File: config.mk
export PLATFORM = sky130hd
export DESIGN_NAME = l2_fill_wr_ctrl
export DESIGN_NICKNAME = d
export VERILOG_FILES = /design/src/rtl/l2_pkg.sv /design/src/rtl/l2_wr_ptr_tbl.sv /design/src/rtl/l2_fill_wr_ctrl.sv
export SDC_FILE = /design/constraint.sdc
export NUM_CORES = 2
export LEC_CHECK = 0
export CAP_MARGIN = 20
export CORE_AREA = 2 2 420 422
export CTS_BUF_LIST = sky130_fd_sc_hd__clkbuf_8
export CTS_CLUSTER_DIAMETER = 100
export DETAILED_ROUTE_END_ITERATION = 7
export DIE_AREA = 0 0 422 424
export PLACE_DENSITY = 0.52
export SYNTH_ARGS = -nofsm -noshare
export SYNTH_HDL_FRONTEND = slang
export SYNTH_SLANG_ARGS = --single-unit
export TNS_END_PERCENT = 100
File: constraint.sdc
create_clock -name clk1x -period 4.2 [get_ports clk1x]
set_input_delay 1.26 -clock clk1x [delete_from_list [all_inputs] [get_ports clk1x]]
set_output_delay 1.26 -clock clk1x [all_outputs]
set_load 0.02 [all_outputs]
File: src/rtl/l2_pkg.sv
// Shared definitions for the L2 stream-buffer fill path.
// Holds the stream/line/beat geometry, the FSM state type, the packing of an L2
// write address {sid, wr_ptr, beat} and the extraction of the URAM channel from
// that address. The channel is the top channels_width bits of the address.
package l2_pkg;

  localparam int nstrms         = 32'd64;
  localparam int nstrms_width   = $clog2(nstrms);
  localparam int channels_width = 32'd2;
  localparam int l2_ncl         = 32'd128;
  localparam int l2_ncl_width   = $clog2(l2_ncl);
  localparam int DATA_WIDTH     = 32'd64;
  localparam int WAYS           = 32'd8;
  localparam int beat_bits      = WAYS * DATA_WIDTH;
  localparam int beats          = 32'd2;
  localparam int beat_width     = $clog2(beats);
  localparam int wa_width       = nstrms_width + l2_ncl_width + beat_width;

  typedef logic [nstrms_width-1:0]   sid_t;
  typedef logic [l2_ncl_width-1:0]   ptr_t;
  typedef logic [beat_width-1:0]     beat_idx_t;
  typedef logic [wa_width-1:0]       wa_t;
  typedef logic [channels_width-1:0] chan_t;

  localparam beat_idx_t beat_one  = beat_idx_t'(1'b1);
  localparam beat_idx_t last_beat = beat_idx_t'(beats - 32'd1);
  localparam ptr_t      ptr_one   = ptr_t'(1'b1);

  // IDLE: waiting for beat 0 of a line; FILL: some beats of the line written.
  typedef enum logic [0:0] {
    ST_IDLE = 1'b0,
    ST_FILL = 1'b1
  } fill_state_e;

  // L2 write address as seen by the URAM bank: stream, line slot, beat in line.
  function automatic wa_t pack_wa(input sid_t sid, input ptr_t ptr, input beat_idx_t beat);
    return {sid, ptr, beat};
  endfunction

  // URAM channel selected by a write address (upper stream-id bits).
  function automatic chan_t wa_channel(input wa_t wa);
    return wa[wa_width-1 -: channels_width];
  endfunction

endpackage

File: src/rtl/l2_wr_ptr_tbl.sv
// Per-stream L2 write-pointer table.
// One pointer per stream, each counting lines written into that stream's L2 area
// and wrapping naturally at l2_ncl (power of two).
// Ports:
//   clk1x, reset      clock and synchronous active-high reset (all pointers -> 0)
//   clr_v, clr_sid    clear the pointer of clr_sid
//   inc_v, inc_sid    advance the pointer of inc_sid by one line
//   rd_sid, rd_ptr    combinational read port
// A clear and an increment never target the same stream in one cycle: clears are
// only taken while the fill FSM is idle, increments only on a line's last beat.
module l2_wr_ptr_tbl
  import l2_pkg::*;
(
  input  logic                     clk1x,
  input  logic                     reset,
  input  logic                     clr_v,
  input  logic [nstrms_width-1:0]  clr_sid,
  input  logic                     inc_v,
  input  logic [nstrms_width-1:0]  inc_sid,
  input  logic [nstrms_width-1:0]  rd_sid,
  output logic [l2_ncl_width-1:0]  rd_ptr
);

  logic [l2_ncl_width-1:0] ptr_r [nstrms];

  // Pointer storage: reset, clear and increment ports.
  always_ff @(posedge clk1x) begin
    if (reset) begin
      for (int i = 0; i < nstrms; i++) begin
        ptr_r[i] <= '0;
      end
    end else begin
      if (clr_v) begin
        ptr_r[clr_sid] <= '0;
      end
      if (inc_v) begin
        ptr_r[inc_sid] <= ptr_r[inc_sid] + ptr_one;
      end
    end
  end

  assign rd_ptr = ptr_r[rd_sid];

endmodule

File: src/rtl/l2_fill_wr_ctrl.sv
// Upstream fill stage of the L2 stream buffer.
// Accepts host read-data beats, writes them into the L2 URAMs through the
// registered we/wa/wd interface and, once a whole cache line has been written,
// hands the stream id of that line to l2_ctrl_top through a one-entry response slot.
// Ports:
//   clk1x, reset                      clock, synchronous active-high reset
//   i_rst_v/i_rst_r/i_rst_sid         clear one stream's write pointer
//   i_d_v/i_d_r/i_d_sid/i_d_d         host data beats (beats per line, contiguous)
//   o_we/o_wa/o_wd                    L2 write port, one cycle after a beat accept
//   o_rsp_v/o_rsp_r/o_rsp_sid         line-complete response
//   o_err                             sticky: a later beat carried a different sid
module l2_fill_wr_ctrl
  import l2_pkg::*;
(
  input  logic                     clk1x,
  input  logic                     reset,
  input  logic                     i_rst_v,
  output logic                     i_rst_r,
  input  logic [nstrms_width-1:0]  i_rst_sid,
  input  logic                     i_d_v,
  output logic                     i_d_r,
  input  logic [nstrms_width-1:0]  i_d_sid,
  input  logic [beat_bits-1:0]     i_d_d,
  output logic                     o_we,
  output logic [wa_width-1:0]      o_wa,
  output logic [beat_bits-1:0]     o_wd,
  output logic                     o_rsp_v,
  input  logic                     o_rsp_r,
  output logic [nstrms_width-1:0]  o_rsp_sid,
  output logic                     o_err
);

  fill_state_e state_r;
  beat_idx_t   beat_cnt_r;
  sid_t        line_sid_r;
  logic        rsp_pend_r;
  sid_t        rsp_pend_sid_r;

  logic        idle_s;
  logic        last_pend_s;
  logic        slot_full_s;
  logic        rst_rdy_s;
  logic        d_rdy_s;
  logic        d_acc_s;
  logic        rst_acc_s;
  logic        last_acc_s;
  sid_t        addr_sid_s;
  ptr_t        rd_ptr_s;

  // Handshake decode and address-stream selection.
  always_comb begin
    idle_s      = (state_r == ST_IDLE);
    last_pend_s = (state_r == ST_FILL) && (beat_cnt_r == last_beat);
    // The response occupies the slot from the last-beat accept (delay stage)
    // until it is taken at o_rsp_v & o_rsp_r.
    slot_full_s = rsp_pend_r | o_rsp_v;
    rst_rdy_s   = ~reset & idle_s;
    // Pointer reset beats a beat-0 in the same idle cycle; only a last beat
    // can be held off by an undelivered response.
    d_rdy_s     = ~reset & ~(idle_s & i_rst_v) & ~(last_pend_s & slot_full_s & ~o_rsp_r);
    d_acc_s     = i_d_v & d_rdy_s;
    rst_acc_s   = i_rst_v & rst_rdy_s;
    last_acc_s  = d_acc_s & last_pend_s;
    // Beat 0 addresses with its own sid; later beats reuse the captured line sid.
    if (idle_s) begin
      addr_sid_s = i_d_sid;
    end else begin
      addr_sid_s = line_sid_r;
    end
  end

  assign i_d_r   = d_rdy_s;
  assign i_rst_r = rst_rdy_s;

  l2_wr_ptr_tbl u_ptr_tbl (
    .clk1x   (clk1x),
    .reset   (reset),
    .clr_v   (rst_acc_s),
    .clr_sid (i_rst_sid),
    .inc_v   (last_acc_s),
    .inc_sid (line_sid_r),
    .rd_sid  (addr_sid_s),
    .rd_ptr  (rd_ptr_s)
  );

  // Fill FSM, L2 write register, error flag and response slot.
  always_ff @(posedge clk1x) begin
    if (reset) begin
      state_r        <= ST_IDLE;
      beat_cnt_r     <= '0;
      line_sid_r     <= '0;
      o_we           <= 1'b0;
      o_wa           <= '0;
      o_wd           <= '0;
      o_err          <= 1'b0;
      rsp_pend_r     <= 1'b0;
      rsp_pend_sid_r <= '0;
      o_rsp_v        <= 1'b0;
      o_rsp_sid      <= '0;
    end else begin
      o_we <= d_acc_s;
      if (d_acc_s) begin
        o_wa <= pack_wa(addr_sid_s, rd_ptr_s, beat_cnt_r);
        o_wd <= i_d_d;
      end

      case (state_r)
        ST_IDLE: begin
          if (d_acc_s) begin
            line_sid_r <= i_d_sid;
            beat_cnt_r <= beat_one;
            state_r    <= ST_FILL;
          end
        end
        ST_FILL: begin
          if (d_acc_s) begin
            if (i_d_sid != line_sid_r) begin
              o_err <= 1'b1;
            end
            if (last_pend_s) begin
              beat_cnt_r <= '0;
              state_r    <= ST_IDLE;
            end else begin
              beat_cnt_r <= beat_cnt_r + beat_one;
            end
          end
        end
        default: begin
          beat_cnt_r <= '0;
          state_r    <= ST_IDLE;
        end
      endcase

      // One-cycle delay so the response trails the line's final L2 write.
      rsp_pend_r <= last_acc_s;
      if (last_acc_s) begin
        rsp_pend_sid_r <= line_sid_r;
      end

      if (rsp_pend_r) begin
        o_rsp_v   <= 1'b1;
        o_rsp_sid <= rsp_pend_sid_r;
      end else if (o_rsp_v && o_rsp_r) begin
        o_rsp_v <= 1'b0;
      end
    end
  end

endmodule
; ---- After elaboration in Yosys (flattened, before gate mapping)
; Memory sizes are Yosys's and may differ from the RTL's. A register that Yosys moved wholly into a read port is not among the register bits.
; Cells that the tools add are included.
[word_totals]
ff_bits = 550
ram_bits = 448
n_memories = 1
elab_cells = 67
inputBits = 529
output_inout_bits = 537
[memory_table]
columns = memory, depth, width, rd, rd_clocked_by_memory_dff, wr, line
row1 = u_ptr_tbl.ptr_r, 64, 7, 2, 2, 64, l2_wr_ptr_tbl.sv:24  ; logic [l2_ncl_width-1:0] ptr_r [nstrms];
[op_classes]
n_mux = 27
n_reduce_logical = 8
n_eq_ne = 3
bitwise = 15
add_sub_neg = 2
[op_table]
columns = cell, n
row1 = 6-bit 2-to-1 mux, 5
row2 = 1-bit 2-to-1 mux, 18
row3 = 7-bit 2-to-1 mux, 2
row4 = 7-bit OR reduction, 2
row5 = 1-bit bitwise AND, 9
row6 = "7-bit by 1-bit adder with 7-bit output, second input constant", 1
row7 = 6-bit inequality test, 1
row8 = 1-bit NOT, 5
row9 = "2-bit by 1-bit inequality test with 1-bit output, second input constant", 2
row10 = 1-bit one-hot mux with 2 select lines, 2
row11 = 2-bit AND reduction, 2
row12 = 3-bit AND reduction, 1
row13 = 1-bit logical AND, 2
row14 = 2-bit nonzero test, 1
row15 = "1-bit adder, second input constant", 1
row16 = 1-bit bitwise OR, 1

; ---- Logic depth before layout (Yosys ltp)
[depth]
ltp_word = 12
ltp_mapped = 14

; ---- Modules after synthesis
; A second synthesis with hierarchy kept.
[hier_totals]
cells_unflattened = 4256
area_unflattened_um2 = 46457.1
[modules_own_cells]
columns = mod, seq_area_each_um2, n_inst, area_per_inst_um2, cells_per_inst
row1 = l2_wr_ptr_tbl, 13452.9, 1, 24628.6, 1862
row2 = l2_fill_wr_ctrl, 11010.6, 1, 21828.4, 2394

; ---- Least setup slack after synthesis
; OpenSTA, ideal clock, no wires.
[synth_timing]
kind = in2reg
start = input port reset
end = memory u_ptr_tbl.ptr_r[16][0] in the netlist's numbering (enable)
cell_stages = 10
setup_time_ps = 381
slack_ps = 379
t_required_ps = 3819
arrival_time_ps = 3440
cell_sequence = clkbuf_1 > inv_2 > nand2_1 > clkinv_1 > clkbuf_1 > nand2_1 > nand2_1 > or3_1 > clkbuf_1 > o21ai_0
[synth_rtl]
columns = item, line
row1 = from (decl), l2_fill_wr_ctrl.sv:16  ; input logic reset,
row2 = to (decl), l2_wr_ptr_tbl.sv:24

==> flow_summary.ini <==
[yosys]
synth-seq-area-share_pct = 56.8
synth-compound-area-share_pct = 8.74
synth_edf_count = 448
synth_area_leaders = edfxtp_1, dfxtp_1, mux4_2
synth_mux_area_share_pct = 13.2
synthFlopType = dfxtp_1
synthSimpleGateAreaFrac_pct = 17.1
yosys_warnings = 0
ys_ff_latch = 1004
synthXorXnorAreaFrac_pct = 0.309
synth_top_area_cell = edfxtp_1
synth_cell_types = 59
netlist_instances = 4226
synth_top_family_by_area = simple AND/OR/NAND/NOR gates
synthAdderAreaFrac_pct = 0.0289
syn_area_mm2 = 0.0433
avgSynthCellArea_um2 = 10.2
async_flop_share_pct = 0
synth_fp_nets = 4756
synth_top_area_share_pct = 31.1

[timing]
tns_ps = 0
max-slew-margin-rel_pct = 24.9
hold_viol_final = 0
period_share_pct = 95.2
clock_skew_ps = 54.0
worstMarginPinSlew_ps = 1130
timing.fmax_mhz = 250
fin_crit_ps = 4000
rsz0062_at_grt = no
drv_slew = 0
finalWorstSetupSlack_ps = 201
setup_viol = 0

[floorplanning]
num_rows = 154
io_pins = 1066
start_util_pct = 24.7
die_width_um = 422
die_area_mm2 = 0.179
fp.dieH_um = 424
core_area_mm2 = 0.175

[final_layout]
layout_common_cells = nand2_1, clkdlybuf4s50_1, dfxtp_1
fin_nets = 6001
drive_gt1_share_pct = 15.7
final_util_pct = 35.8
final_common_cell = nand2_1
area_delta_synth_final_pct = 44.5

[global_routing]
grtUsageTotal_pct = 27.1
grt_max_degree = 163
antenna_found_initial = 68
grt_pass1_vias = 37700
grt_overflow = 0
grt_pass1_wl_um = 332000

[drt]
first_pass_iters = 6
initialDrtViolationCount = 4418
viasPerCell = 4.96
wirelength_um = 252000
met1Wirelength_um = 104000
vias = 39600
wl_met3_um = 21100
ant_nets = 0
maxUsedRoutingLayer = met5
drc = 0
met2_length_um = 116000
wire_per_inst_um = 31.5

[critical_path]
crit_required_ps = 4930
arrival_ps = 4730
crit_path_max_fanout = 20
crit_type = reg2reg
ff2ff_path_depth = 9
start_kind = flop
cp-end-kind = flop

[cts]
htree_levels = 4
cts_tree = yes
cts.clk_slew.worst_paths_ps = 60
cts_hold_buf = 0
clkSinkCount = 1004
numCtsBuffers = 189
cts-root-buf = clkbuf_8
cts_resized = 1
post_cts_buffers = 0
insertion_delay_ps = 920
clockBufferDepth = 3

[hold_path]
hold_depth = 2
hold_class = reg2reg

[power]
leakagePower_nw = 21.7
ir_drop_v = 0.000319
p_per_area_mw_per_mm2 = 388

[placed_design]
gp_congestion = 0.979
pre_cts_ws_ps = -289
port_buffers = 1065
dp_hpwl_um = 198000

[flow_run]
maxCapViolCount = 0

[outcome]
status = completed
==> cell usage after synthesis, types with 4 or more instances <==
library cell	instances
nand2_1	1280
dfxtp_1	556
a21oi_1	545
nor2_1	450
edfxtp_1	448
clkbuf_1	271
mux4_2	225
nand3_1	53
mux2i_1	50
and2_1	41
a211oi_1	35
buf_2	26
buf_6	24
a31oi_1	20
nor2_2	20
nor3_1	18
o21ai_0	17
a311oi_1	15
a22oi_1	12
buf_4	10
mux2_2	9
nor2b_1	9
a221oi_1	7
nand2b_1	7
o211a_1	7
buf_1	6
inv_1	5
xnor2_1	5
a31o_2	4
xor2_1	4
==> cell type report <==
type,count,area (um^2)
antenna,32,80.1
clock buffer,225,3100
clock inverter,112,736
fill,17900,112000
inverter,8,37.5
multi-input combinational,2872,17200
sequential,1004,24600
tap,2340,2930
timing repair buffer,1396,13900
==> flip-flops by register name, indices dropped and copies added, names as in the netlist, named ones only <==
register and cells:
o_rsp_sid 6, o_wd 512, u_ptr_tbl.ptr_r 448, o_err 1, state_r 1, rsp_pend_r 1, beat_cnt_r 1, o_we 1
o_wa 14, line_sid_r 6, o_rsp_v 1, rsp_pend_sid_r 6
==> power by group <==
part / switching [mW] / internal, mW / leakage [nW]
registers: 0.337 / 10.5 / 9.15
clock network: 4.58 / 5.35 / 2.18
logic: 1.94 / 1.55 / 10.3
==> layer usage <==
metal	global-route usage, %	vias to the layer above
li1	-	17200
met1	35.9	19900
met2	42.6	2113
met3	6.06	389
met4	11.4	18
met5	0	-
==> worst max-delay path: stages (launching register included) <==
cell	delay, ps
dfxtp_4	560
buf_12	260
mux4_2	590
mux4_2	520
a22oi_1	350
o211ai_2	190
ha_1	450
and2_1	390
nand2_1	260
nor2_1	190
==> metrics by stage <==
stage	area (um^2)	cells	total power, mW	hold slack, ps
2_1_floorplan	43300	4226	12.4	436
3_3_place_gp	58600	7620	14.5	441
3_5_place_dp	58600	7620	14.5	445
4_1_cts	62500	7957	24.5	454
6_report	62600	7989	24.3	451
5_1_grt	62500	7974	25.1	467
==> worst paths after layout <==
check        startpoint                      to  slack (ps)
max                flop  u_ptr_tbl.ptr_r[46][1]         200
min           o_wd[438]               o_wd[438]         450
max reg2reg        flop  u_ptr_tbl.ptr_r[46][1]         200
min reg2reg   o_wd[438]               o_wd[438]         450
==> kinds of logic after synthesis <==
| kind of cell | Yosys count |
|---|---|
| compound gates | 683 |
| xor+xnor | 11 |
| fa+ha+maj | 1 |
| buf+inv | 350 |
| flops | 1004 |
| mux | 286 |
| simple gates | 1891 |
Power figures use the tool's default switching activity.
